## config.mk

```make
export PLATFORM = sky130hd
export DESIGN_NAME = write_request_encoder32
export DESIGN_NICKNAME = d
export VERILOG_FILES = /design/src/rtl/regfile_pkg.sv /design/src/rtl/lsb_priority_encoder32.sv /design/src/rtl/write_request_encoder32.sv
export SDC_FILE = /design/constraint.sdc
export NUM_CORES = 1
export LEC_CHECK = 0
export BUFFER_PORTS_ARGS = -buffer_cell sky130_fd_sc_hd__buf_2
export CORE_ASPECT_RATIO = 0.9
export CORE_MARGIN = 5
export CORE_UTILIZATION = 58
export DETAILED_ROUTE_END_ITERATION = 8
export PLACE_DENSITY = 0.86
export SLEW_MARGIN = 30
export SYNTH_ARGS = -nofsm -noshare
export SYNTH_HDL_FRONTEND = slang
export SYNTH_SLANG_ARGS = --single-unit
```

## constraint.sdc

```tcl
create_clock -name clk -period 2.86 [get_ports clk]
set_clock_uncertainty 0.15 [all_clocks]
set_input_delay 0.286 -clock clk [delete_from_list [all_inputs] [get_ports clk]]
set_output_delay 0.286 -clock clk [all_outputs]
set_load 0.02 [all_outputs]
```

## src/rtl/regfile_pkg.sv

```systemverilog
// Shared sizes, FSM state type and helpers for the register-file write-request path.
package regfile_pkg;

  localparam int unsigned N = 32;
  localparam int unsigned W = 5;

  typedef enum logic [1:0] {
    StIdle,
    StActive,
    StDone
  } state_e;

  // Number of set bits in a request mask; W+1 bits so that an all-ones mask counts to N.
  function automatic logic [W:0] popcount(input logic [N-1:0] vec);
    logic [W:0] cnt;
    cnt = '0;
    for (int i = 0; i < int'(N); i++) begin
      cnt = cnt + (W+1)'(vec[i]);
    end
    return cnt;
  endfunction

endpackage

```

## src/rtl/lsb_priority_encoder32.sv

```systemverilog
// Combinational lowest-set-bit priority encoder: index of the lowest set bit plus an any flag.
module lsb_priority_encoder32
  import regfile_pkg::*;
(
  input  logic [N-1:0] req,
  output logic [W-1:0] idx,
  output logic         any
);

  // Scan from the top down so the lowest set bit is the last (winning) assignment.
  always_comb begin
    idx = '0;
    any = 1'b0;
    for (int i = int'(N) - 1; i >= 0; i--) begin
      if (req[i]) begin
        idx = W'(i);
        any = 1'b1;
      end
    end
  end

endmodule

```

## src/rtl/write_request_encoder32.sv

```systemverilog
// Serialises a multi-hot write-request mask into one {sel, en} grant per cycle, lowest
// index first, with a valid/ack handshake towards the register-file write decoder.
module write_request_encoder32
  import regfile_pkg::*;
(
  input  logic         clk,
  input  logic         reset,
  input  logic [N-1:0] req_vec,
  input  logic         req_load,
  input  logic         ack,
  output logic [W-1:0] sel,
  output logic         en,
  output logic         busy,
  output logic [W:0]   remaining,
  output logic         done
);

  state_e       state_q;
  logic [N-1:0] pending_q;
  logic [W:0]   remaining_q;
  logic         en_q;
  logic         busy_q;
  logic         done_q;

  logic [W-1:0] lsb_idx;
  logic         lsb_any;

  lsb_priority_encoder32 u_lsb_enc (
    .req (pending_q),
    .idx (lsb_idx),
    .any (lsb_any)
  );

  // Batch FSM: pending mask, outstanding count and registered handshake/status outputs.
  always_ff @(posedge clk or posedge reset) begin
    if (reset) begin
      state_q     <= StIdle;
      pending_q   <= '0;
      remaining_q <= '0;
      en_q        <= 1'b0;
      busy_q      <= 1'b0;
      done_q      <= 1'b0;
    end else begin
      done_q <= 1'b0;
      case (state_q)
        StIdle: begin
          if (req_load) begin
            if (req_vec != '0) begin
              pending_q   <= req_vec;
              remaining_q <= popcount(req_vec);
              en_q        <= 1'b1;
              busy_q      <= 1'b1;
              state_q     <= StActive;
            end else begin
              // An empty batch still reports completion.
              done_q  <= 1'b1;
              state_q <= StDone;
            end
          end
        end
        StActive: begin
          if (ack) begin
            pending_q   <= pending_q & ~(N'(1) << lsb_idx);
            remaining_q <= remaining_q - (W+1)'(1);
            if (remaining_q == (W+1)'(1)) begin
              en_q    <= 1'b0;
              busy_q  <= 1'b0;
              done_q  <= 1'b1;
              state_q <= StDone;
            end
          end
        end
        StDone: begin
          state_q <= StIdle;
        end
        default: begin
          state_q <= StIdle;
        end
      endcase
    end
  end

  // sel depends only on registered state, so there is no input-to-output path.
  always_comb begin
    sel = (en_q && lsb_any) ? lsb_idx : '0;
  end

  assign en        = en_q;
  assign busy      = busy_q;
  assign done      = done_q;
  assign remaining = remaining_q;

endmodule
```

==> metrics, run 1 <==
TritonRoute pass-1 iters 5; Slew Limit Headroom between 50% and 60%; pin count of the biggest net entering global routing 43; Leak Pwr 2.112 nW; Gate Count Post-Synth 383; critical path data arrival time between 4 and 5 ns; Remaining DRCs 0; area of the multi-input gates 2212 um^2; placed cells around 540; Max Freq between 0.2 and 0.25 GHz; htree depth 2; max-cap violation count 0; DIE HEIGHT ~83 um; Design Area, Final around 4300 um^2; family with the most delay on the worst path adder cells; GRT Overall Usage 28.84%; register area approximately 1100 um^2; Synth async-reset ratio 100.0%; Syn Std Cell Area about 3400 um^2; diodes inserted 0; failing checks setup timing; initial antenna violation count 0; PwrDens 1322 nW/um^2; first-pass GRT wire length between 15,000 and 20,000 um; Worst-Skew Late Latency approximately 0.30 ns; slowest CP cell fa_1; core area 5693 um^2; synth warn 0; synth unique cells just over 60; Slew Limit Fails 0; final period utilization 163.0%; P&R area growth vs syn 25.05%; post-route minimum period 4.662 ns; Worst-path clk slew about 0.09 ns; iteration-0 DRC count of the detailed router roughly 560; Syn Area/Cell between 8 and 9 um^2; Max stage delay on crit path about 0.57 ns; Routed Antenna Nets 0; register area share after synthesis between 30% and 40%; fraction of layout cells with a size suffix above 1 between 20% and 30%; crit path capture type flip-flop; Ports 50; Worst Path Buf+Inv 7; Final WS setup -1.802 ns; worst-margin pin slew roughly 0.73 ns; Synth Flop Type dfrtp_1; syn nets around 450; Layout Nets approximately 550; status finished with violations; CTS tree yes; Routability Congestion roughly 0.99; # setup viols final 6; per-cell routed wire length around 20 um; Row Count 26; port bufs 49; worst-path maximum fanout 2; post-synth top area cell dfrtp_1; number of global-route vias before repair 3,512; Synth Register Bits 42; post-synth top area share between 30% and 40%; global route overflow 0; Clock Tree Buf Depth 2; crit path launch type input pin; root buffer cell clkbuf_8; number of synthesized flops with an enable pin 0; unrepaired setup endpoints after global routing yes; Cell Count, Final, Fillers Out about 550; CP Class in2reg; Initial Util between 60% and 70%; CP cell instances buf_6 -> fa_1 -> inv_2 -> fa_1 -> inv_1 -> fa_1 -> inv_1 -> fa_1 -> fa_1 -> fa_1 -> inv_2 -> ha_4 -> inv_2 -> fa_2 -> inv_2 -> a21o_1 -> a21oi_2 -> xnor2_1 -> o22ai_1 -> a21oi_1; detailed placement HPWL about 8400 um; Critical Path RT a little under 3 ns; Post-DP Area 4054 um^2; worst ir drop on vdd 1.925 mV; top cells by area, synth dfrtp_1, fa_1, inv_1, a21oi_1, nand2_1; commonest cells after routing, fill and taps aside buf_2, buf_4, dfrtp_1; vias about 3,600; final hold viol count 0; final wirelength 11,110 um; cell mode on critical path fa_1; clock sinks between 40 and 50; CTS Buf Count 5; die span in x a little over 90 um; via density per instance 6.549; FILL cells approximately 350; HP Class in2reg; die area between 7000 and 8000 um^2
-- stage by stage --
stage | setup slack (ns) | util (%) | power (mW) | hold WS (ns) | TNS [ns]
6_report | -1.802 | 75.16 | 5.656 | 0.1344 | -9.805
5_1_grt | -1.944 | 75.16 | 6.058 | 0.1233 | -10.49
4_1_cts | -1.746 | 74.07 | 5.123 | 0.1080 | -9.427
3_5_place_dp | -2.153 | 71.21 | 4.436 | 0.2937 | -11.78
3_3_place_gp | -1.988 | 71.21 | 4.257 | 0.2877 | -10.92
2_1_floorplan | -1.792 | - | 3.470 | 0.2487 | -9.543
-- layout make-up --
class | count | share of cell area, %
timing repair buffer | 100 | 15.26
tap | 70 | 2.047
multi-input combinational | 283 | 51.70
sequential | 42 | 24.56
clock inverter | 1 | 0.7018
inverter | 45 | 3.947
clock buffer | 7 | 1.784
-- path summary, 6_finish.rpt --
check	to	from	slack (ns)	depth (start not counted)
min in group asynchronous	remaining[1]	reset	0.50	4
max in group asynchronous	pending_q[29]	reset	1.69	4
worst min-delay path	pending_q[2]	req_vec[2]	0.13	3
worst max register to register	pending_q[27]	pending_q[30]	0.07	7
worst max-delay path	remaining[4]	req_vec[17]	-1.80	20
worst min register to register	pending_q[29]	pending_q[29]	0.44	2
-- layer usage --
layer	part of all wire (%)	GRT usage (%)	vias to the layer above
li1	-	-	1551
met1	38	37.71	1692
met2	45	44.89	290
met3	12	6.781	56
met4	5.4	14.00	0
met5	0	0	-
-- registers in the layout, summed over array words and instances, names as in the netlist --
signal,count
pending_q,32
remaining,6
state_q,2
busy,1
done,1
-- cell families (layout without fill, tap and decap cells) --
logic type	Yosys count	in the layout	share of synthesized area [%]
multiplexers	11	11	3.218
AO/OA/AOI/OAI	94	94	19.38
adder cells (fa/ha/maj)	34	34	17.70
buffers and inverters	58	153	6.984
AND/OR/NAND/NOR	141	141	21.24
XOR/XNOR	3	3	0.7680
flip-flops	42	42	30.71
-- synth_stat cells (2+ instances only) --
master / instances
o311ai_1: 8
nor2_1: 36
nand2b_1: 3
and3_1: 2
buf_2: 2
nand3_1: 9
xnor2_1: 2
a31o_1: 2
and2_1: 2
clkbuf_1: 7
ha_1: 10
nor3_1: 10
o21ai_1: 5
o211ai_1: 6
dfrtp_1: 42
fa_1: 24
inv_1: 45
o22ai_1: 5
a221oi_1: 2
nand2_1: 39
mux2i_1: 11
o31ai_1: 4
buf_4: 2
a211oi_1: 5
nor4_1: 12
or3_1: 3
o21ai_0: 12
a21oi_1: 30
nor2b_1: 3
nor3_2: 2
nand4_1: 2
a21o_1: 2
or4_1: 6
-- tightest hold or removal path, stage by stage --
cell and delay, ns:
buf_2 0.13, nand2_1 0.07, o21ai_1 0.06
-- what timing repair did --
item,4_1_cts,5_1_grt
endpoints found under the setup margin,6,14
pin swaps,9,7
resized for setup,10,11
hold endpoints to repair,42,0
hold buffers,1,0
buffers inserted,2,2
-- report_power, final --
group / total, mW / internal [mW] / switching, mW
clock network: 0.471 / 0.261 / 0.210
registers: 1.17 / 0.834 / 0.338
logic: 4.01 / 1.82 / 2.19
total: 5.66 / 2.92 / 2.74
Note: power is estimated with default switching activity, not from simulation.
==> run 2: changes to the inputs <==
- RECOVER_POWER: not set -> 100
==> run 2 against run 1 <==
Compared with the run above: the run still ends with setup timing left; cell area fell by 1.0%; sequential cell count unchanged; clock-buffer cell count unchanged; setup slack better by 0.0016 ns; fmax is essentially flat; sequential share of layout area up 0.25 points.
==> metrics, run 2 (synthesis results as in run 1) <==
Design Area, Final 4235 um^2 (was 4279 um^2); Initial Util 60.11% (unchanged); Worst Min Path Start req_vec[2] (unchanged); hold path endpoint pending_q[2] (unchanged); critical path data arrival time 4.70 ns (was 4.71 ns); Routed met1 length 4124 um (was 4180 um); unrepaired setup endpoints after global routing yes (unchanged); crit path capture type flip-flop (unchanged); Layout Nets 547 (unchanged); # setup viols final 6 (unchanged); post-route minimum period 4.660 ns (was 4.662 ns); status finished with violations (unchanged); worst ir drop on vdd 1.925 mV (about the same); largest reg by FF count pending_q (unchanged); first-pass GRT wire length 17,470 um (unchanged); DIE HEIGHT 82.87 um (unchanged); pin count of the biggest net entering global routing 43 (unchanged); final wirelength 11,180 um (was 11,110 um); Slew Limit Fails 0 (unchanged); number of global-route vias before repair 3,512 (unchanged); Routed Antenna Nets 0 (unchanged); HP Class in2reg (unchanged); Worst-path clk slew 0.08 ns (was 0.09 ns); final period utilization 162.9% (was 163.0%); CTS Buf Count 5 (unchanged); die span in x 90.97 um (unchanged); Final WS setup -1.800 ns (was -1.802 ns); R2R Path End pending_q[27] (unchanged); cell mode on critical path fa_1 (unchanged); htree depth 2 (unchanged); worst-margin pin slew 1.152 ns (was 0.7329 ns); global route overflow 0 (unchanged); Max Freq 0.2146 GHz (was 0.2145 GHz); port bufs 49 (unchanged); Leak Pwr 2.064 nW (was 2.112 nW); CTS tree yes (unchanged); P&R area growth vs syn 23.77% (was 25.05%); diodes inserted 0 (unchanged); met3 wire len 1433 um (was 1358 um); detailed placement HPWL 8400 um (unchanged); final hold viol count 0 (unchanged); initial antenna violation count 0 (unchanged); Routability Congestion 0.9895 (unchanged); Worst-Skew Late Latency 0.30 ns (about the same); Hold Crit Depth 3 (unchanged); pre-CTS setup slack -2.153 ns (unchanged); PwrDens 1327 nW/um^2 (was 1322 nW/um^2); top routing layer in use met4 (unchanged); core area 5693 um^2 (unchanged); FILL cells 360 (was 347); Setup TNS -9.830 ns (was -9.805 ns); root buffer cell clkbuf_8 (unchanged); via density per instance 6.546 (was 6.549); Max stage delay on crit path 0.56 ns (was 0.57 ns); Worst R2R Setup Slack 0.09 ns (was 0.07 ns); die area 7538 um^2 (unchanged); GRT Overall Usage 28.84% (unchanged); iteration-0 DRC count of the detailed router 559 (was 555); vias 3,587 (was 3,589); DR WL met2 4973 um (was 4974 um); worst-path maximum fanout 2 (unchanged); Critical R2R Launch pending_q[30] (unchanged); commonest cells after routing, fill and taps aside buf_4, dfrtp_1, inv_1 (was buf_2, buf_4, dfrtp_1); crit path launch type input pin (unchanged); fraction of layout cells with a size suffix above 1 26.36% (was 28.45%); slowest CP cell fa_1 (unchanged); Reg2Reg Depth 7 (unchanged); clock sinks 42 (unchanged); failing checks setup timing (unchanged); Largest register FFs 32 (unchanged); Clock Tree Buf Depth 2 (unchanged); Ports 50 (unchanged); CP cell instances buf_6 -> fa_1 -> inv_2 -> fa_1 -> inv_1 -> fa_1 -> inv_1 -> fa_1 -> fa_1 -> fa_1 -> inv_2 -> ha_4 -> inv_2 -> fa_2 -> inv_2 -> a21o_1 -> a21oi_2 -> xnor2_1 -> o22ai_1 -> a21oi_1 (unchanged); per-cell routed wire length 20.40 um (was 20.28 um); Post-DP Area 4054 um^2 (unchanged); Row Count 26 (unchanged); Slew Limit Headroom 22.79% (was 50.98%); Remaining DRCs 0 (unchanged); TritonRoute pass-1 iters 5 (unchanged); Critical Path RT 2.90 ns (was 2.91 ns); most common cell after layout, fill and taps aside buf_4; CP Class in2reg (unchanged); max-cap violation count 0 (unchanged)
## run 2: how the worst max path moves through the flow
stage | startpoint | end
after floorplan | req_vec[17] | remaining[4]
after global placement | req_vec[17] | remaining[4]
after detailed placement | req_vec[0] | remaining[3]
after CTS | req_vec[17] | remaining[4]
after global routing | req_vec[17] | remaining[3]
final | req_vec[17] | remaining[4]
## run 2: per-stage QoR
stage | utilization [%] | hold slack, ns | power, mW | std cells
after floorplan | - | 0.2487 | 3.470 | 383
after global routing | 74.40 | 0.1383 | 6.023 | 548
after CTS | 74.07 | 0.1080 | 5.123 | 546
after detailed placement | 71.21 | 0.2937 | 4.436 | 535
after global placement | 71.21 | 0.2877 | 4.257 | 535
final | 74.40 | 0.1470 | 5.622 | 548
## run 2: area by class of cell
class / count / area (um^2) / area share [%]
inverters: 45 / 168.9 / 3.988
repair buffers: 100 / 620.6 / 14.65
clock buffers: 7 / 76.32 / 1.802
clock inverters: 1 / 30.03 / 0.7090
well taps: 70 / 87.58 / 2.068
multi-input cells: 283 / 2201 / 51.96
flip-flops and latches: 42 / 1051 / 24.82
## run 2: report_power, final
part           internal, mW  switching (mW)
sequential            0.834           0.342
clock                 0.261           0.208
combinational          1.79            2.19
## run 2: metal layers
layer  vias up  global-route usage, %
li1       1546                      -
met1      1685                  37.71
met4         0                  14.00
met3        59                  6.781
met5         -                      0
met2       297                  44.89
## run 2: critical path: cells and delay by family
family	cells	cell delay [ns]
AO/OA/AOI/OAI	4	0.43
XOR/XNOR	1	0.14
adder cells (fa/ha/maj)	8	3.41
buffers and inverters	7	0.43
## run 2: what timing repair did
item | in CTS | in global routing
buffers inserted | 2 | 2
setup endpoints to repair | 6 | 14
gates resized for setup | 10 | 11
pin swaps | 9 | 7
hold buffers | 1 | 0
hold endpoints to repair | 42 | 0
==> run 3: changes to the inputs <==
==> constraint.sdc (replaced) <==
create_clock -name clk -period 2.86 [get_ports clk]
set_clock_uncertainty 0.15 [all_clocks]
set_input_delay 0.143 -clock clk [delete_from_list [all_inputs] [get_ports clk]]
set_output_delay 0.143 -clock clk [all_outputs]
set_load 0.02 [all_outputs]
==> run 3 against run 2 <==
Compared with the run above: global-route usage grew 1.2 points; the flow still finishes with violations (setup timing); clock-buffer cell count shrank 1; critical path depth is the same; highest routed layer is now met5; non-clock buffer count shrank 4; worst hold slack lost 0.12 ns; sequential power is essentially flat; routed wire length grew 2.0%; utilization shrank 0.26 points.
==> metrics, run 3 (synthesis results as in run 1) <==
final period utilization 160.5% (was 162.9%); clock sinks 42 (unchanged); first-pass GRT wire length 18,210 um (was 17,470 um); critical path data arrival time 4.63 ns (was 4.70 ns); CTS Buf Count 5 (unchanged); Slew Limit Headroom 25.07% (was 22.79%); most common cell after layout, fill and taps aside dfrtp_1 (was buf_4); Initial Util 60.11% (unchanged); die span in x 90.97 um (unchanged); Clock Tree Buf Depth 2 (unchanged); register area 1051 um^2 (unchanged); crit path capture type flip-flop (unchanged); status finished with violations (unchanged); TritonRoute pass-1 iters 7 (was 5); global route overflow 0 (unchanged); area of the multi-input gates 2181 um^2 (was 2201 um^2); Ports 50 (unchanged); final wirelength 11,400 um (was 11,180 um); Leak Pwr 2.055 nW (was 2.064 nW); worst-path maximum fanout 2 (unchanged); vias 3,624 (was 3,587); Worst-Skew Late Latency 0.30 ns (about the same); Cell Count, Final, Fillers Out 544 (was 548); commonest cells after routing, fill and taps aside dfrtp_1, buf_4, inv_1 (was buf_4, dfrtp_1, inv_1); initial antenna violation count 1 (was 0); via density per instance 6.662 (was 6.546); Row Count 26 (unchanged); number of global-route vias before repair 3,616 (was 3,512); HP Class in2reg (unchanged); failing checks setup timing (unchanged); Remaining DRCs 0 (unchanged); # setup viols final 8 (was 6); pin count of the biggest net entering global routing 34 (was 43); final hold viol count 0 (unchanged); fraction of layout cells with a size suffix above 1 25.11% (was 26.36%); iteration-0 DRC count of the detailed router 560 (was 559); Worst Path Buf+Inv 7 (unchanged); root buffer cell clkbuf_8 (unchanged); placed cells 534 (was 535); core area 5693 um^2 (unchanged); Final WS setup -1.730 ns (was -1.800 ns); CP Class in2reg (unchanged); GRT Overall Usage 30.02% (was 28.84%); Routed Antenna Nets 0 (unchanged); FILL cells 362 (was 360); Largest register FFs 32 (unchanged); Layout Nets 543 (was 547); die area 7538 um^2 (unchanged); post-route minimum period 4.590 ns (was 4.660 ns); PwrDens 1312 nW/um^2 (was 1327 nW/um^2); htree depth 2 (unchanged); Total Power 5.536 mW (was 5.622 mW); worst-margin pin slew 1.118 ns (was 1.152 ns); diodes inserted 0 (unchanged); max-cap violation count 0 (unchanged); largest reg by FF count pending_q (unchanged); post-CTS setup buffers 0 (was 2); detailed placement HPWL 8454 um (was 8400 um); P&R area growth vs syn 23.33% (was 23.77%); Max stage delay on crit path 0.52 ns (was 0.56 ns); Critical Path RT 2.90 ns (about the same); DIE HEIGHT 82.87 um (unchanged); unrepaired setup endpoints after global routing yes (unchanged); Routability Congestion 0.9883 (was 0.9895); port bufs 49 (unchanged); Worst-path clk slew 0.08 ns (about the same); Final Util 74.13% (was 74.40%); per-cell routed wire length 20.96 um (was 20.40 um); cell mode on critical path fa_1 (unchanged); CTS tree yes (unchanged); Max Freq 0.2178 GHz (was 0.2146 GHz); worst ir drop on vdd 1.090 mV (was 1.925 mV); Slew Limit Fails 0 (unchanged); CP cell instances buf_8 -> fa_1 -> inv_1 -> fa_1 -> inv_1 -> fa_1 -> inv_2 -> fa_1 -> fa_1 -> fa_1 -> inv_2 -> ha_4 -> inv_2 -> fa_2 -> inv_2 -> a21o_1 -> a21oi_2 -> xnor2_1 -> o22ai_1 -> a21oi_1 (was buf_6 -> fa_1 -> inv_2 -> fa_1 -> inv_1 -> fa_1 -> inv_1 -> fa_1 -> fa_1 -> fa_1 -> inv_2 -> ha_4 -> inv_2 -> fa_2 -> inv_2 -> a21o_1 -> a21oi_2 -> xnor2_1 -> o22ai_1 -> a21oi_1); family with the most delay on the worst path adder cells (unchanged); slowest CP cell fa_1 (unchanged); Setup TNS -9.094 ns (was -9.830 ns); crit path launch type input pin (unchanged)
==> run 3: cell types whose count changed in the layout (fill, tap and decap cells not counted), moves of 2 or more <==
cell,delta
o21ai_1,+2
buf_2,+3
buf_6,-2
o21ai_0,-2
clkbuf_2,-3
buf_4,-4
==> run 3: worst paths after layout <==
check | startpoint | end | slack (ns) | cells past startpoint
setup / recovery | req_vec[17] | remaining[4] | -1.73 | 20
max in group asynchronous | reset | pending_q[24] | 1.01 | 4
min in group asynchronous | reset | remaining[1] | 0.47 | 3
hold / removal | req_vec[15] | pending_q[15] | 0.03 | 4
hold reg to reg | state_q[0] | busy | 0.43 | 1
setup reg to reg | pending_q[12] | pending_q[31] | 0.03 | 7
==> run 3: what timing repair did <==
item                                   4_1_cts  5_1_grt
resized for setup                           13        6
setup endpoints to repair                    6        8
hold buffers                                 2        0
endpoints found under the hold margin       25        0
pin swaps                                    6        8
==> run 3: final cells by class <==
| class | instances | share of cell area [%] |
|---|---|---|
| flip-flops and latches | 42 | 24.90 |
| well taps | 70 | 2.075 |
| clock inverters | 2 | 1.423 |
| repair buffers | 96 | 13.96 |
| multi-input cells | 283 | 51.67 |
| clock buffers | 6 | 1.957 |
| inverters | 45 | 4.002 |
==> run 3: per-stage QoR <==
stage	area, um^2	setup WS (ns)	hold slack, ns
3_3_place_gp	4046	-1.850	0.2553
3_5_place_dp	4046	-2.058	0.2505
5_1_grt	4220	-1.784	0.03325
4_1_cts	4240	-1.634	0.01945
2_1_floorplan	3428	-1.649	0.1057
6_report	4220	-1.730	0.02927
==> run 3: metal layers <==
| layer | wire [um] | part of all wire [%] | track usage [%] |
|---|---|---|---|
| met5 | 13 | 0.11 | 0 |
| met4 | 674 | 5.9 | 17.07 |
| met3 | 1328 | 12 | 6.148 |
| met2 | 5226 | 46 | 48.10 |
| met1 | 4158 | 36 | 37.53 |
==> run 3: power by group <==
part | switching (mW) | leakage, nW | internal, mW
Clock | 0.218 | 0.0714 | 0.372
Combinational | 2.13 | 1.47 | 1.63
Sequential | 0.353 | 0.513 | 0.833
==> run 3: worst reg2reg max path, stage by stage (launching register included) <==
cell,delay (ns)
dfrtp_1,0.41
or4_1,0.59
nor2_1,0.31
nand2_1,0.12
nor2b_1,0.37
nand2_1,0.28
o311ai_1,0.39
nand2_1,0.09
